### src/rtl/rcc_periph_seq.sv
// rtl/rcc_periph_seq.sv - AHB-Lite peripheral clock/reset sequencer
// Walks one peripheral at a time through clock-on/settle/reset-release or reset/hold/clock-off.
module rcc_periph_seq #(
  parameter int NUM_PERIPH = 4,
  parameter int CLK_SETTLE = 8,
  parameter int RST_HOLD   = 4
) (
  input  logic                  HCLK,
  input  logic                  HRESETn,
  input  logic                  HSEL,
  input  logic                  HREADY,
  input  logic                  HWRITE,
  input  logic [1:0]            HTRANS,
  input  logic [2:0]            HSIZE,
  input  logic [31:0]           HADDR,
  input  logic [31:0]           HWDATA,
  output logic                  HREADYOUT,
  output logic                  HRESP,
  output logic [31:0]           HRDATA,
  input  logic                  wdog_rst_req,
  output logic [NUM_PERIPH-1:0] periph_clk_en,
  output logic [NUM_PERIPH-1:0] periph_rst_n,
  output logic                  seq_busy,
  output logic                  irq
);

  localparam logic [7:0] CNT_SETTLE = 8'(CLK_SETTLE - 1);
  localparam logic [7:0] CNT_HOLD   = 8'(RST_HOLD - 1);
  localparam logic [NUM_PERIPH-1:0] P_ONE = NUM_PERIPH'(1);

  typedef enum logic [1:0] {
    S_IDLE     = 2'd0,
    S_SETTLE   = 2'd1,
    S_HOLD_OFF = 2'd2,
    S_HOLD_SR  = 2'd3
  } state_e;

  state_e                r_state;
  logic [NUM_PERIPH-1:0] r_sel;
  logic [7:0]            r_cnt;
  logic [NUM_PERIPH-1:0] r_clk_en;
  logic [NUM_PERIPH-1:0] r_rst_n;
  logic [NUM_PERIPH-1:0] r_target;
  logic [NUM_PERIPH-1:0] r_swrst;
  logic                  r_done;

  logic                  r_dp_valid;
  logic                  r_dp_write;
  logic [1:0]            r_dp_addr;

  logic                  w_wr;
  logic                  w_rd;
  logic                  w_wr_target;
  logic                  w_wr_swrst;
  logic                  w_wr_irqclr;
  logic [NUM_PERIPH-1:0] w_en_req;
  logic [NUM_PERIPH-1:0] w_dis_req;
  logic [NUM_PERIPH-1:0] w_sr_req;
  logic [NUM_PERIPH-1:0] w_pending;
  logic [NUM_PERIPH-1:0] w_pick;
  logic                  w_pick_en;
  logic                  w_pick_dis;
  logic [NUM_PERIPH-1:0] w_sw_set;
  logic [NUM_PERIPH-1:0] w_sw_clr;
  logic                  w_done_set;
  logic [31:0]           w_status;
  logic                  w_unused_ok;

  assign HREADYOUT = 1'b1;
  assign HRESP     = 1'b0;
  assign w_unused_ok = ^{HSIZE, HADDR[31:4], HADDR[1:0], HTRANS[0], HWDATA};

  always_ff @(posedge HCLK or negedge HRESETn) begin
    if (!HRESETn) begin
      r_dp_valid <= 1'b0;
      r_dp_write <= 1'b0;
      r_dp_addr  <= 2'd0;
    end else if (HREADY) begin
      r_dp_valid <= HSEL & HTRANS[1];
      r_dp_write <= HWRITE;
      r_dp_addr  <= HADDR[3:2];
    end
  end

  assign w_wr        = r_dp_valid & r_dp_write & HREADY;
  assign w_rd        = r_dp_valid & ~r_dp_write;
  assign w_wr_target = w_wr & (r_dp_addr == 2'd0);
  assign w_wr_swrst  = w_wr & (r_dp_addr == 2'd1);
  assign w_wr_irqclr = w_wr & (r_dp_addr == 2'd3);

  always_ff @(posedge HCLK or negedge HRESETn) begin
    if (!HRESETn) begin
      r_target <= '0;
    end else if (w_wr_target) begin
      r_target <= HWDATA[NUM_PERIPH-1:0];
    end
  end

  assign w_en_req  = r_target & ~r_clk_en;
  assign w_dis_req = ~r_target & r_clk_en;
  assign w_sr_req  = r_swrst & r_clk_en & r_target;
  assign w_pending = w_en_req | w_dis_req | w_sr_req;
  // Isolate the lowest set bit: that is the peripheral served next.
  assign w_pick     = w_pending & (~w_pending + P_ONE);
  assign w_pick_en  = |(w_pick & w_en_req);
  assign w_pick_dis = |(w_pick & w_dis_req);

  assign w_sw_set   = (w_wr_swrst ? HWDATA[NUM_PERIPH-1:0] : '0) |
                      (wdog_rst_req ? r_clk_en : '0);
  assign w_sw_clr   = ((r_state == S_IDLE) && (|w_pending) && !w_pick_en) ? w_pick : '0;
  assign w_done_set = (r_state != S_IDLE) && (r_cnt == 8'd0);

  always_ff @(posedge HCLK or negedge HRESETn) begin
    if (!HRESETn) begin
      r_state  <= S_IDLE;
      r_sel    <= '0;
      r_cnt    <= 8'd0;
      r_clk_en <= '0;
      r_rst_n  <= '0;
      r_swrst  <= '0;
      r_done   <= 1'b0;
    end else begin
      // Pending soft resets on gated peripherals evaporate; a fresh request beats a clear.
      r_swrst <= (r_swrst & r_clk_en & ~w_sw_clr) | w_sw_set;
      if (w_done_set) begin
        r_done <= 1'b1;
      end else if (w_wr_irqclr && HWDATA[0]) begin
        r_done <= 1'b0;
      end
      case (r_state)
        S_IDLE: begin
          if (|w_pending) begin
            r_sel <= w_pick;
            if (w_pick_en) begin
              r_clk_en <= r_clk_en | w_pick;
              r_cnt    <= CNT_SETTLE;
              r_state  <= S_SETTLE;
            end else begin
              r_rst_n <= r_rst_n & ~w_pick;
              r_cnt   <= CNT_HOLD;
              r_state <= w_pick_dis ? S_HOLD_OFF : S_HOLD_SR;
            end
          end
        end
        S_SETTLE, S_HOLD_SR: begin
          if (r_cnt == 8'd0) begin
            r_rst_n <= r_rst_n | r_sel;
            r_state <= S_IDLE;
          end else begin
            r_cnt <= r_cnt - 8'd1;
          end
        end
        S_HOLD_OFF: begin
          if (r_cnt == 8'd0) begin
            r_clk_en <= r_clk_en & ~r_sel;
            r_state  <= S_IDLE;
          end else begin
            r_cnt <= r_cnt - 8'd1;
          end
        end
        default: r_state <= S_IDLE;
      endcase
    end
  end

  assign periph_clk_en = r_clk_en;
  assign periph_rst_n  = r_rst_n;
  assign seq_busy      = (r_state != S_IDLE);
  assign irq           = r_done;

  always_comb begin
    w_status = '0;
    w_status[NUM_PERIPH-1:0]   = r_clk_en;
    w_status[16 +: NUM_PERIPH] = r_rst_n;
    w_status[31]               = seq_busy;
    w_status[30]               = r_done;
  end

  always_comb begin
    HRDATA = '0;
    if (w_rd) begin
      case (r_dp_addr)
        2'd0:    HRDATA[NUM_PERIPH-1:0] = r_target;
        2'd1:    HRDATA[NUM_PERIPH-1:0] = r_swrst;
        2'd2:    HRDATA = w_status;
        default: HRDATA = '0;
      endcase
    end
  end

endmodule

### config.mk
export PLATFORM = sky130hd
export DESIGN_NAME = rcc_periph_seq
export DESIGN_NICKNAME = d
export VERILOG_FILES = /design/src/rtl/rcc_periph_seq.sv
export SDC_FILE = /design/constraint.sdc
export NUM_CORES = 1
export LEC_CHECK = 0
export ABC_CLOCK_PERIOD_IN_PS = 2800
export BUFFER_PORTS_ARGS = -buffer_cell sky130_fd_sc_hd__buf_2
export CAP_MARGIN = 0
export CORE_ASPECT_RATIO = 1.4
export CORE_MARGIN = 2
export CORE_UTILIZATION = 40
export CTS_BUF_LIST = sky130_fd_sc_hd__clkbuf_8
export DETAILED_ROUTE_END_ITERATION = 8
export PLACE_DENSITY = 0.72
export SYNTH_ARGS = -nofsm -noshare
export SYNTH_HDL_FRONTEND = slang
export SYNTH_SLANG_ARGS = --single-unit
export TNS_END_PERCENT = 30
### constraint.sdc
create_clock -name HCLK -period 2.8 [get_ports HCLK]
set_input_delay 0.14 -clock HCLK [delete_from_list [all_inputs] [get_ports HCLK]]
set_output_delay 0.14 -clock HCLK [all_outputs]
set_load 0.005 [all_outputs]
==> metrics.txt, run 1 <==
worst reg2reg path startpoint=r_target[0]$_DFFE_PN0P_; max-cap violation count=0; Worst Setup End Kind=flop; later-pin clock latency in the skew report=290 ps; setup fix buffers added after clock tree synthesis=0; vias in the first global route=1,755; switching portion of total power=38.3%; Fmax achieved=between 0.4 and 0.5 GHz; most used standard cell by instance count after synthesis=dfrtp_1; simple-gate area share of the yosys netlist=19.9%; root buf cell=clkbuf_8; die area=0.00624 sq mm; mean post-synth cell area=9.17 sq um; pin count of the biggest net entering global routing=36; Ys Warns=0; number of buffers added to fix hold violations after cts=1; diode count=0; io pins=119; combinational family with the most area after synthesis=simple AND/OR/NAND/NOR gates; gr ovfl total=0; worst hold start=HWRITE; worst hold path cell count=2; number of hold violations in the final report=0; clock edge transition at the registers on the reported setup and hold paths=70 ps; aggregate global-route resource usage=17.6%; Final period util=82.5%; count of mapped cells out of synthesis=between 200 and 250; depth of the CTS H-tree=2; combinational cell fraction of total power=37.9%; Worst R2R Setup Slack=490 ps; vias per cell=approximately 5.2; placeable core region=0.00549 sq mm; number of rows created at floorplan=32; final setup vio count=0; placed cells=343; cells on worst reg2reg path=7; share of synthesized area occupied by flip-flops and latches=roughly two fifths; worst hold margin=between 70 and 80 ps; DRT iter0 DRCs=103; area fraction of the dominant cell type after synthesis=39.0%; via count=1,843; share of cell area taken by muxes after synthesis=under 10%; count of non-filler cells in the finished layout=352; post-DR wirelength/cell=14.2 um; clock tree from TritonCTS=yes; capture point of the worst reg-to-reg path=r_swrst[2]$_DFF_PN0_; wire length of the first global-routing pass=8360 um; Power Dens Cells=816 mW/mm^2; top post-synthesis cells by area=dfrtp_1 39%, buf_4 8.0%, ha_1 6.1%; data arrival time of the critical path=2460 ps; required time at the worst-slack endpoint=2950 ps; switching power=0.789 mW; starting utilization of the core area=approximately two fifths; synthesized-area fraction occupied by adder cells=6.12%; post-synthesis instance area=0.00225 sq mm; Longest Clk Path Bufs=2; Initial DRT Pass Iterations=5; largest fanout on the critical path=6; number of buffers added by the clock tree synthesis step=5; classification of the worst-slack hold path=input port to flop; Max VDD drop=0.000310 V; die boundary width=67.3 um; number of synthesized register bits=35; Internal Pwr Total=1.27 mW; RSZ-0062 raised after global routing=no; Total Power=2.06 mW; transition time at the pin with the least slew margin=782 ps; Design Area, Final=between 0.002 and 0.003 sq mm; remaining max-slew budget at the tightest pin=47.9%; Area after DPL=0.00240 sq mm; Detailed Route WL=5010 um; clock group share of total power=approximately 23%; ranking of synthesized cells by instance count=35 x dfrtp_1, 24 x buf_4, 18 x nand2_1, 18 x nor2_1, 17 x o21ai_0; count of distinct cell types in the synthesized netlist=51; worst hold endpoint=r_dp_write$_DFFE_PN0P_; flip-flop cell with the highest count after synthesis=dfrtp_1; fraction of final layout cells sized beyond drive strength 1=21.1%; Resize count post-CTS=0; area added between synthesis and finish=12.4%; post-detailed-placement half-perimeter wirelength=approximately 3800 um; Lkg Pwr=1.24 nW; critical path type=flop to flop; number of clock sinks=35; Routability Congestion=0.880; cell accounting for the most synthesized area=dfrtp_1; outcome=completed; share of the synthesized netlist area taken by xor and xnor gates=0.780%; startpoint types=flop; Layout Skew=7.96 ps; post-synthesis compound-gate area fraction=16.9%; antenna violations before repair=0; final critical path time including I/O delays and setup=2310 ps; count of nets after finishing=approximately 370; number of port buffers=32; number of enable-type register cells in the synthesized netlist=0; Async SR Flop Fraction=between 90% and 100%; post-detailed-route DRC marker count=0; Vert. Die Dim=92.7 um; DRT antenna net count=0; summed negative setup slack over all endpoints=0 ps; power share of the sequential group=38.9%; Pins Over Slew Limit=0
[how the worst max path moves through the flow]
stage	startpoint	endpoint	slack (ps)	cells after the start
2_1_floorplan	r_cnt[0]$_DFFE_PN0P_	periph_clk_en[0]$_DFFE_PN0P_	700	8
3_3_place_gp	periph_clk_en[1]$_DFFE_PN0P_	periph_clk_en[0]$_DFFE_PN0P_	570	7
3_5_place_dp	r_target[0]$_DFFE_PN0P_	r_swrst[2]$_DFF_PN0_	500	7
4_1_cts	r_target[0]$_DFFE_PN0P_	r_swrst[2]$_DFF_PN0_	490	7
5_1_grt	r_target[0]$_DFFE_PN0P_	r_swrst[2]$_DFF_PN0_	230	7
6_report	r_target[0]$_DFFE_PN0P_	r_swrst[2]$_DFF_PN0_	490	7
[layout make-up]
type | count | area (sq um)
tap | 68 | 85.1
clock inverter | 2 | 35.0
inverter | 13 | 48.8
multi-input combinational | 190 | 1190
clock buffer | 6 | 82.6
sequential | 35 | 876
timing repair buffer | 38 | 208
fill | 530 | 2960
[through the flow]
step           util [%]  setup slack, ps
3_3_place_gp       43.7              568
2_1_floorplan         -              700
5_1_grt            46.1              226
4_1_cts            46.1              486
6_report           46.1              489
3_5_place_dp       43.7              504
[layout by cell type (no fill, tap or decap), types with 2 or more instances in the layout]
master    count
a211o_1       2
a211oi_1      3
a21o_1        4
a21oi_1      12
a22o_1        2
a22oi_1       3
a31oi_1       6
and2_1        7
and3_1        4
buf_2        32
buf_4         5
clkbuf_8      6
conb_1       24
dfrtp_1      35
ha_1         11
inv_1        12
mux2_2        7
mux2i_1       4
nand2_1      18
nand3_1      10
nand4_1       2
nor2_1       18
nor2b_1       2
nor3_1        3
nor3b_1       2
nor4_1        4
o21ai_0      17
or2_2         2
or3_1         2
[sequential cells by signal, indices dropped and copies added (netlist names)]
signal	flops
r_dp_valid	1
irq	1
r_cnt	8
r_state	2
r_dp_write	1
r_swrst	4
periph_clk_en	4
periph_rst_n	4
r_target	4
r_sel	4
r_dp_addr	2
[cell families (layout without fill, tap and decap cells)]
family / count (synthesis) / count (layout)
muxes: 11 / 11
other: 2 / 24
AOI/OAI and AO/OA: 59 / 59
buffers and inverters: 42 / 59
and+or+nand+nor: 83 / 83
DFF: 35 / 35
adders and majority gates: 11 / 11
xor gates and xnor gates: 2 / 2
[critical path, stage by stage (launching register included)]
cell      delay (ps)
dfrtp_1          440
inv_1             90
ha_1             290
a31oi_1          390
nand3_1          220
nand2b_1         210
nor4_1           380
o21ai_0          160
[power groups by stage]
| stage | sequential (mW) | combinational [mW] | clock [mW] |
|---|---|---|---|
| floorplan | 0.760 | 0.613 | 0 |
| CTS | 0.802 | 0.779 | 0.492 |
| detailed placement | 0.813 | 0.775 | 0 |
| global placement | 0.806 | 0.753 | 0 |
| global route | 0.830 | 0.882 | 0.504 |
| finish | 0.803 | 0.781 | 0.478 |
[metal layers]
layer / routed length, um / vias to the layer above / GRT usage, %
met2: 2600 / 64 / 30.0
met3: 237 / 7 / 3.04
met5: 0 / - / 0
met4: 114 / 0 / 6.29
li1: - / 898 / -
met1: 2060 / 874 / 21.8
Power figures use the tool's default switching activity.
==> run 2, diff against run 1 <==
--- a/config.mk
+++ b/config.mk
@@ -5,7 +5,8 @@
 export SDC_FILE = /design/constraint.sdc
 export NUM_CORES = 1
 export LEC_CHECK = 0
-export ABC_CLOCK_PERIOD_IN_PS = 2800
+export ABC_AREA = 1
+export ABC_CLOCK_PERIOD_IN_PS = 2400
 export BUFFER_PORTS_ARGS = -buffer_cell sky130_fd_sc_hd__buf_2
 export CAP_MARGIN = 0
 export CORE_ASPECT_RATIO = 1.4
@@ -13,7 +14,7 @@
 export CORE_UTILIZATION = 40
 export CTS_BUF_LIST = sky130_fd_sc_hd__clkbuf_8
 export DETAILED_ROUTE_END_ITERATION = 8
-export PLACE_DENSITY = 0.72
+export PLACE_DENSITY = 0.71
 export SYNTH_ARGS = -nofsm -noshare
 export SYNTH_HDL_FRONTEND = slang
 export SYNTH_SLANG_ARGS = --single-unit
==> constraint.sdc (replaced) <==
create_clock -name HCLK -period 2.4 [get_ports HCLK]
set_input_delay 0.12 -clock HCLK [delete_from_list [all_inputs] [get_ports HCLK]]
set_output_delay 0.12 -clock HCLK [all_outputs]
set_load 0.005 [all_outputs]
==> run 2 against run 1 <==
Against the previous run:
- combinational power increased by 88%
- first-iteration DRC count decreased by 26%
- synthesized cell count rose by 31%
- clock skew increased by 2.1 ps
- global-route usage down 1.0 points
- sequential cell count did not move
- total power grew 42%
- critical path depth up 3
- setup slack improved by 22 ps
- sequential share of layout area down 2.4 points
- largest power group is now combinational cells
==> metrics.txt, run 2 <==
aggregate global-route resource usage=16.6% (-1.0 points); vias in the first global route=2,056 (+17%); CP dominant cell by count=nand2_1; placeable core region=0.00590 sq mm (+7.6%); number of hold violations in the final report=0 (unchanged); transition time at the pin with the least slew margin=785 ps (+3.01 ps); number of fill cells=613 (+16%); startpoint types=flop; final critical path time including I/O delays and setup=1890 ps (-422 ps); critical-path cell list=inv_1, ha_1, inv_1, nand2_4, a21oi_1, nand2_1, nand2_1, nor2_1, o21ai_0, nand2_1; utilization of the core after routing=45.9% (-0.15 points); die area=0.00682 sq mm (+9.3%); antenna violations before repair=0 (unchanged); clock edge transition at the registers on the reported setup and hold paths=80 ps (about the same); classification of the worst-slack hold path=input port to flop; pin count of the biggest net entering global routing=36 (unchanged); kind of cell with the highest combined delay on the critical path=compound AO/OA/AOI/OAI gates; final setup vio count=0 (unchanged); worst hold start=HADDR[3]; combinational cell fraction of total power=50.1% (+12 points); gr ovfl total=0 (unchanged); wire length of the first global-routing pass=9190 um (+10%); fraction of final layout cells sized beyond drive strength 1=19.3% (-1.9 points); post-detailed-route DRC marker count=0 (unchanged); register containing the most flip-flops in the final layout=r_cnt; Ys Warns=0 (unchanged); clock tree from TritonCTS=yes; Worst Setup End Kind=flop; Fmax achieved=0.529 GHz (+22%); highest cell delay on the worst timing path=420 ps (-20 ps); DRT iter0 DRCs=76 (-26%); Longest Clk Path Bufs=2 (unchanged); io pins=119 (unchanged); mean post-synth cell area=7.71 sq um (-16%); count of distinct cell types in the synthesized netlist=32 (-37%); switching portion of total power=47.7% (+9.5 points); Power Dens Cells=1080 mW/mm^2 (+33%); most used standard cell by instance count after synthesis=nand2_1; Detailed Route WL=5430 um (+8.4%); data arrival time of the critical path=2070 ps (-390 ps); post-synthesis instance area=0.00247 sq mm (+9.8%); Final period util=78.7% (-3.8 points); post-detailed-placement half-perimeter wirelength=4200 um (+9.6%); summed negative setup slack over all endpoints=0 ps (unchanged); Layout Skew=10.1 ps (+2.13 ps); Lkg Pwr=1.45 nW (+17%); number of enable-type register cells in the synthesized netlist=0 (unchanged); share of synthesized area occupied by flip-flops and latches=35.5% (-3.5 points); number of buffers added by the clock tree synthesis step=5 (unchanged); Initial DRT Pass Iterations=4 (-1); outcome=completed; required time at the worst-slack endpoint=2580 ps (-370 ps); cells on worst reg2reg path=10 (+3); CP Depth=10 (+3); largest fanout on the critical path=5 (-1); Pins Over Slew Limit=0 (unchanged); Crit. Startpoint=r_target[0]$_DFFE_PN0P_; starting utilization of the core area=41.8% (+0.82 points); ranking of synthesized cells by instance count=55 x nand2_1, 52 x inv_1, 35 x dfrtp_1, 35 x o21ai_0, 26 x nor2_1; setup fix buffers added after clock tree synthesis=0 (unchanged); buffers and inverters on the worst path=2 (+1); cell accounting for the most synthesized area=dfrtp_1; post-DR wirelength/cell=12.7 um (-11%); max-cap violation count=0 (unchanged); Max VDD drop=0.000513 V (+65%); via count=2,155 (+17%); flip-flop cell with the highest count after synthesis=dfrtp_1; worst reg2reg path startpoint=r_target[0]$_DFFE_PN0P_; power share of the sequential group=35.6% (-3.3 points); depth of the CTS H-tree=2 (unchanged); top post-synthesis cells by area=dfrtp_1 35%, nand2_1 8.4%, inv_1 7.9%; count of nets after finishing=443 (+20%); most frequent cells in the layout=55 x nand2_1, 52 x inv_1, 35 x o21ai_0, 35 x dfrtp_1, 32 x buf_2; switching power=1.40 mW (+77%); number of clock sinks=35 (unchanged); critical path type=flop to flop; final setup slack of the worst path=511 ps (+22.1 ps); RSZ-0062 raised after global routing=no; cell with the largest stage delay on the worst path=dfrtp_1; Routability Congestion=0.867 (-1.5%); number of synthesized register bits=35 (unchanged); most common library cell in the layout ignoring fill and taps=nand2_1; DP Worst Slack=531 ps (+27.1 ps); Async SR Flop Fraction=100% (unchanged); DRT antenna net count=0 (unchanged); clock group share of total power=14.3% (-8.9 points); capture point of the worst reg-to-reg path=r_state[0]$_DFFE_PN0P_; root buf cell=clkbuf_8; Largest register FFs=8 (unchanged); die boundary width=70.4 um (+4.5%); diode count=0 (unchanged); count of mapped cells out of synthesis=320 (+31%); Vert. Die Dim=96.9 um (+4.6%); vias per cell=5.04 (-3.8%); later-pin clock latency in the skew report=290 ps (about the same); area added between synthesis and finish=9.84%; area fraction of the dominant cell type after synthesis=35.5% (-3.5 points); remaining max-slew budget at the tightest pin=47.7% (-0.20 points); Worst R2R Setup Slack=510 ps (+20 ps); number of rows created at floorplan=33 (+3.1%); destination of the critical timing path=r_state[0]$_DFFE_PN0P_; Internal Pwr Total=1.53 mW (+20%); number of port buffers=32 (unchanged); worst hold path cell count=3 (+1)
run 2: worst min-delay path by stage:
stage | endpoint | slack [ps]
global route | r_dp_addr[0]$_DFFE_PN0P_ | 80
floorplan | irq$_DFFE_PN0P_ | -180
finish | r_dp_addr[1]$_DFFE_PN0P_ | 60
detailed placement | periph_rst_n[0]$_DFFE_PN0P_ | 250
CTS | r_dp_addr[1]$_DFFE_PN0P_ | 40
global placement | r_cnt[5]$_DFFE_PN0P_ | 240
run 2: cell type report:
type	instances	area (sq um)	area share, %
clock buffers	5	68.8	2.54
clock inverters	3	15.0	0.554
inverters	55	206	7.62
multi-input cells	226	1280	47.2
flip-flops and latches	35	876	32.3
well taps	70	87.6	3.23
repair buffers	34	178	6.56
run 2: kinds of logic (layout without fill, tap and decap cells):
logic type                 Yosys count  after routing  synth area share (%)
DFF                                 35             35                  35.5
and+or+nand+nor                    133            133                  28.3
AOI/OAI and AO/OA                   57             57                  13.8
adders and majority gates           11             11                  5.58
other                                2             24                 0.304
muxes                                1              1                 0.456
buffers and inverters               81             97                  16.0
run 2: through the flow:
stage / power [mW] / area [sq um] / hold WS (ps) / instances
floorplan: 2.16 / 2550 / -176 / 342
global placement: 2.48 / 2620 / 244 / 419
detailed placement: 2.53 / 2620 / 253 / 419
CTS: 2.97 / 2710 / 42.9 / 428
global route: 3.22 / 2710 / 77.0 / 428
finish: 2.93 / 2710 / 55.6 / 428
run 2: what timing repair did:
action / 4_1_cts / 5_1_grt
hold buffers: 1 / 0
gates resized for setup: 0 / 0
endpoints found under the setup margin: 0 / 0
hold endpoints to repair: 35 / 0
run 2: layer usage:
layer | routed length [um] | GRT usage, %
met1 | 2190 | 19.0
met2 | 2790 | 29.3
met3 | 301 | 3.02
met4 | 150 | 7.54
met5 | 0 | 0
run 2: power groups by stage:
stage | Clock [mW] | Combinational, mW | Sequential, mW
after CTS | 0.437 | 1.48 | 1.04
after global placement | 0 | 1.43 | 1.05
final | 0.420 | 1.47 | 1.04
after detailed placement | 0 | 1.47 | 1.05
after global routing | 0.456 | 1.68 | 1.08
after floorplan | 0 | 1.17 | 0.985
run 2: worst reg2reg max path, delay by kind of cell (launching register included):
family / cells / cell delay, ps
DFF: 1 / 420
and+or+nand+nor: 5 / 380
AOI/OAI and AO/OA: 2 / 500
buffers and inverters: 2 / 200
adders and majority gates: 1 / 280
==> run 3, diff against run 2 <==
--- a/config.mk
+++ b/config.mk
@@ -6,7 +6,7 @@
 export NUM_CORES = 1
 export LEC_CHECK = 0
 export ABC_AREA = 1
-export ABC_CLOCK_PERIOD_IN_PS = 2400
+export ABC_CLOCK_PERIOD_IN_PS = 1900
 export BUFFER_PORTS_ARGS = -buffer_cell sky130_fd_sc_hd__buf_2
 export CAP_MARGIN = 0
 export CORE_ASPECT_RATIO = 1.4
==> constraint.sdc (replaced) <==
create_clock -name HCLK -period 1.9 [get_ports HCLK]
set_input_delay 0.095 -clock HCLK [delete_from_list [all_inputs] [get_ports HCLK]]
set_output_delay 0.095 -clock HCLK [all_outputs]
set_load 0.005 [all_outputs]
==> run 3 against run 2 <==
Against the previous run:
- final area grew 3.5%
- global-route usage increased by 0.36 points
- clock skew rose by 3.1 ps
- critical endpoint is now periph_rst_n[0]$_DFFE_PN0P_
- setup slack lost 340 ps
- critical path type unchanged
- sequential cell count unchanged
- largest cell class unchanged
- maximum frequency grew 8.9%
- die area is the same
==> metrics.txt, run 3 (synthesis results as in run 2) <==
outcome=completed; area added between synthesis and finish=13.6%; worst hold start=HADDR[3]; largest fanout on the critical path=7 (+2); Crit. Startpoint=r_target[0]$_DFFE_PN0P_; Longest Clk Path Bufs=2 (unchanged); number of hold violations in the final report=0 (unchanged); diode count=0 (unchanged); final critical path time including I/O delays and setup=1730 ps (-155 ps); root buf cell=clkbuf_8; Internal Pwr Total=2.03 mW (+33%); count of non-filler cells in the finished layout=436 (+1.9%); Worst R2R Setup Slack=170 ps (-340 ps); die area=0.00682 sq mm (unchanged); startpoint types=flop; Layout Skew=13.2 ps (+3.12 ps); later-pin clock latency in the skew report=300 ps (about the same); number of clock sinks=35 (unchanged); register containing the most flip-flops in the final layout=r_cnt; RSZ-0062 raised after global routing=no; combinational cell fraction of total power=52.9% (+2.8 points); wire length of the first global-routing pass=9360 um (+1.9%); Max VDD drop=0.000611 V (+19%); transition time at the pin with the least slew margin=794 ps (+9.40 ps); starting utilization of the core area=41.8% (unchanged); DRT antenna net count=0 (unchanged); number of rows created at floorplan=33 (unchanged); placed cells=426 (+1.7%); Vert. Die Dim=96.9 um (unchanged); data arrival time of the critical path=1980 ps (-90 ps); clock edge transition at the registers on the reported setup and hold paths=80 ps (about the same); final setup vio count=0 (unchanged); worst hold path cell count=3 (unchanged); placeable core region=0.00590 sq mm (unchanged); clock group share of total power=14.2% (about the same); post-detailed-placement half-perimeter wirelength=4280 um (+2.0%); max-cap violation count=0 (unchanged); vias in the first global route=2,134 (+3.8%); most frequent cells in the layout=55 x nand2_1, 51 x inv_1, 35 x o21ai_0, 35 x dfrtp_1, 32 x buf_2; pin count of the biggest net entering global routing=36 (unchanged); remaining max-slew budget at the tightest pin=47.0% (-0.63 points); Power Dens Cells=1390 mW/mm^2 (+28%); Pins Over Slew Limit=0 (unchanged); required time at the worst-slack endpoint=2140 ps (-440 ps); Total Power=3.89 mW (+33%); via count=2,189 (+1.6%); critical path type=flop to flop; Initial DRT Pass Iterations=4 (unchanged); Detailed Route WL=5550 um (+2.2%); vias per cell=5.02 (-0.29%); Worst Setup End Kind=flop; worst hold endpoint=r_dp_addr[1]$_DFFE_PN0P_; capture point of the worst reg-to-reg path=periph_rst_n[0]$_DFFE_PN0P_; worst reg2reg path startpoint=r_target[0]$_DFFE_PN0P_; Fmax achieved=0.577 GHz (+8.9%); depth of the CTS H-tree=2 (unchanged); io pins=119 (unchanged); Final period util=91.2% (+13 points); post-detailed-route DRC marker count=0 (unchanged); die boundary width=70.4 um (unchanged); DRT iter0 DRCs=120 (+58%); antenna violations before repair=0 (unchanged); count of nets after finishing=451 (+1.8%); switching power=1.86 mW (+33%); most common library cell in the layout ignoring fill and taps=nand2_1; switching portion of total power=47.7% (about the same); power share of the sequential group=32.9% (-2.7 points); number of fill cells=602 (-1.8%); clock tree from TritonCTS=yes; cells on worst reg2reg path=11 (+1); post-DR wirelength/cell=12.7 um (+0.37%); aggregate global-route resource usage=16.9% (+0.36 points); number of buffers added by the clock tree synthesis step=5 (unchanged); Largest register FFs=8 (unchanged); classification of the worst-slack hold path=input port to flop; Lkg Pwr=1.49 nW (+2.3%); gr ovfl total=0 (unchanged); Routability Congestion=0.883 (+1.8%); summed negative setup slack over all endpoints=0 ps (unchanged); number of port buffers=32 (unchanged); fraction of final layout cells sized beyond drive strength 1=22.1% (+2.9 points)
run 3: metrics by stage:
stage | hold WS [ps] | setup WS (ps) | area (sq um) | utilization [%]
5_1_grt | 43.1 | 19.4 | 2800 | 47.5
2_1_floorplan | -201 | 158 | 2550 | -
6_report | 22.4 | 166 | 2800 | 47.5
4_1_cts | 25.7 | 108 | 2770 | 46.9
3_5_place_dp | 227 | 132 | 2670 | 45.2
3_3_place_gp | 224 | 162 | 2670 | 45.2
run 3: power by group through the flow:
stage               combinational [mW]  clock, mW  sequential, mW
floorplan                         1.48          0            1.24
global placement                  1.94          0            1.28
detailed placement                2.00          0            1.28
CTS                               2.01      0.567            1.27
global route                      2.34      0.592            1.32
finish                            2.06      0.554            1.28
run 3: worst max path at each step:
| stage | endpoint | cells after the start |
|---|---|---|
| 3_3_place_gp | r_swrst[3]$_DFF_PN0_ | 10 |
| 4_1_cts | r_swrst[3]$_DFF_PN0_ | 10 |
| 3_5_place_dp | r_swrst[3]$_DFF_PN0_ | 10 |
| 6_report | periph_rst_n[0]$_DFFE_PN0P_ | 11 |
| 2_1_floorplan | periph_rst_n[1]$_DFFE_PN0P_ | 10 |
| 5_1_grt | periph_clk_en[3]$_DFFE_PN0P_ | 10 |
run 3: area by class of cell:
type	instances	area, sq um	share of cell area, %
Multi-Input combinational cell	226	1310	46.6
Sequential cell	35	876	31.2
Timing Repair Buffer	42	238	8.48
Inverter	55	206	7.36
Tap cell	70	87.6	3.12
Clock buffer	5	68.8	2.45
Clock inverter	3	20.0	0.714
run 3: layer usage:
metal | part of all wire (%) | track usage, % | vias up
met1 | 39 | 18.7 | 1041
li1 | - | - | 1068
met4 | 2.3 | 7.84 | 0
met2 | 54 | 31.1 | 71
met3 | 4.8 | 2.50 | 9
met5 | 0 | 0 | -
run 3: critical path, stage by stage (launching register included):
cell	delay [ps]
dfrtp_1	390
inv_1	100
ha_1	230
inv_1	90
nand2_4	100
nor2_8	180
nand3_2	140
nand3_4	170
nand2_4	90
nand2_4	80
nand2_1	50
nand2_1	60
run 3: timing repair:
item | 4_1_cts | 5_1_grt
resized for setup | 0 | 6
setup endpoints to repair | 0 | 7
hold endpoints to repair | 35 | 0
buffers inserted | 0 | 1
hold buffers | 1 | 0
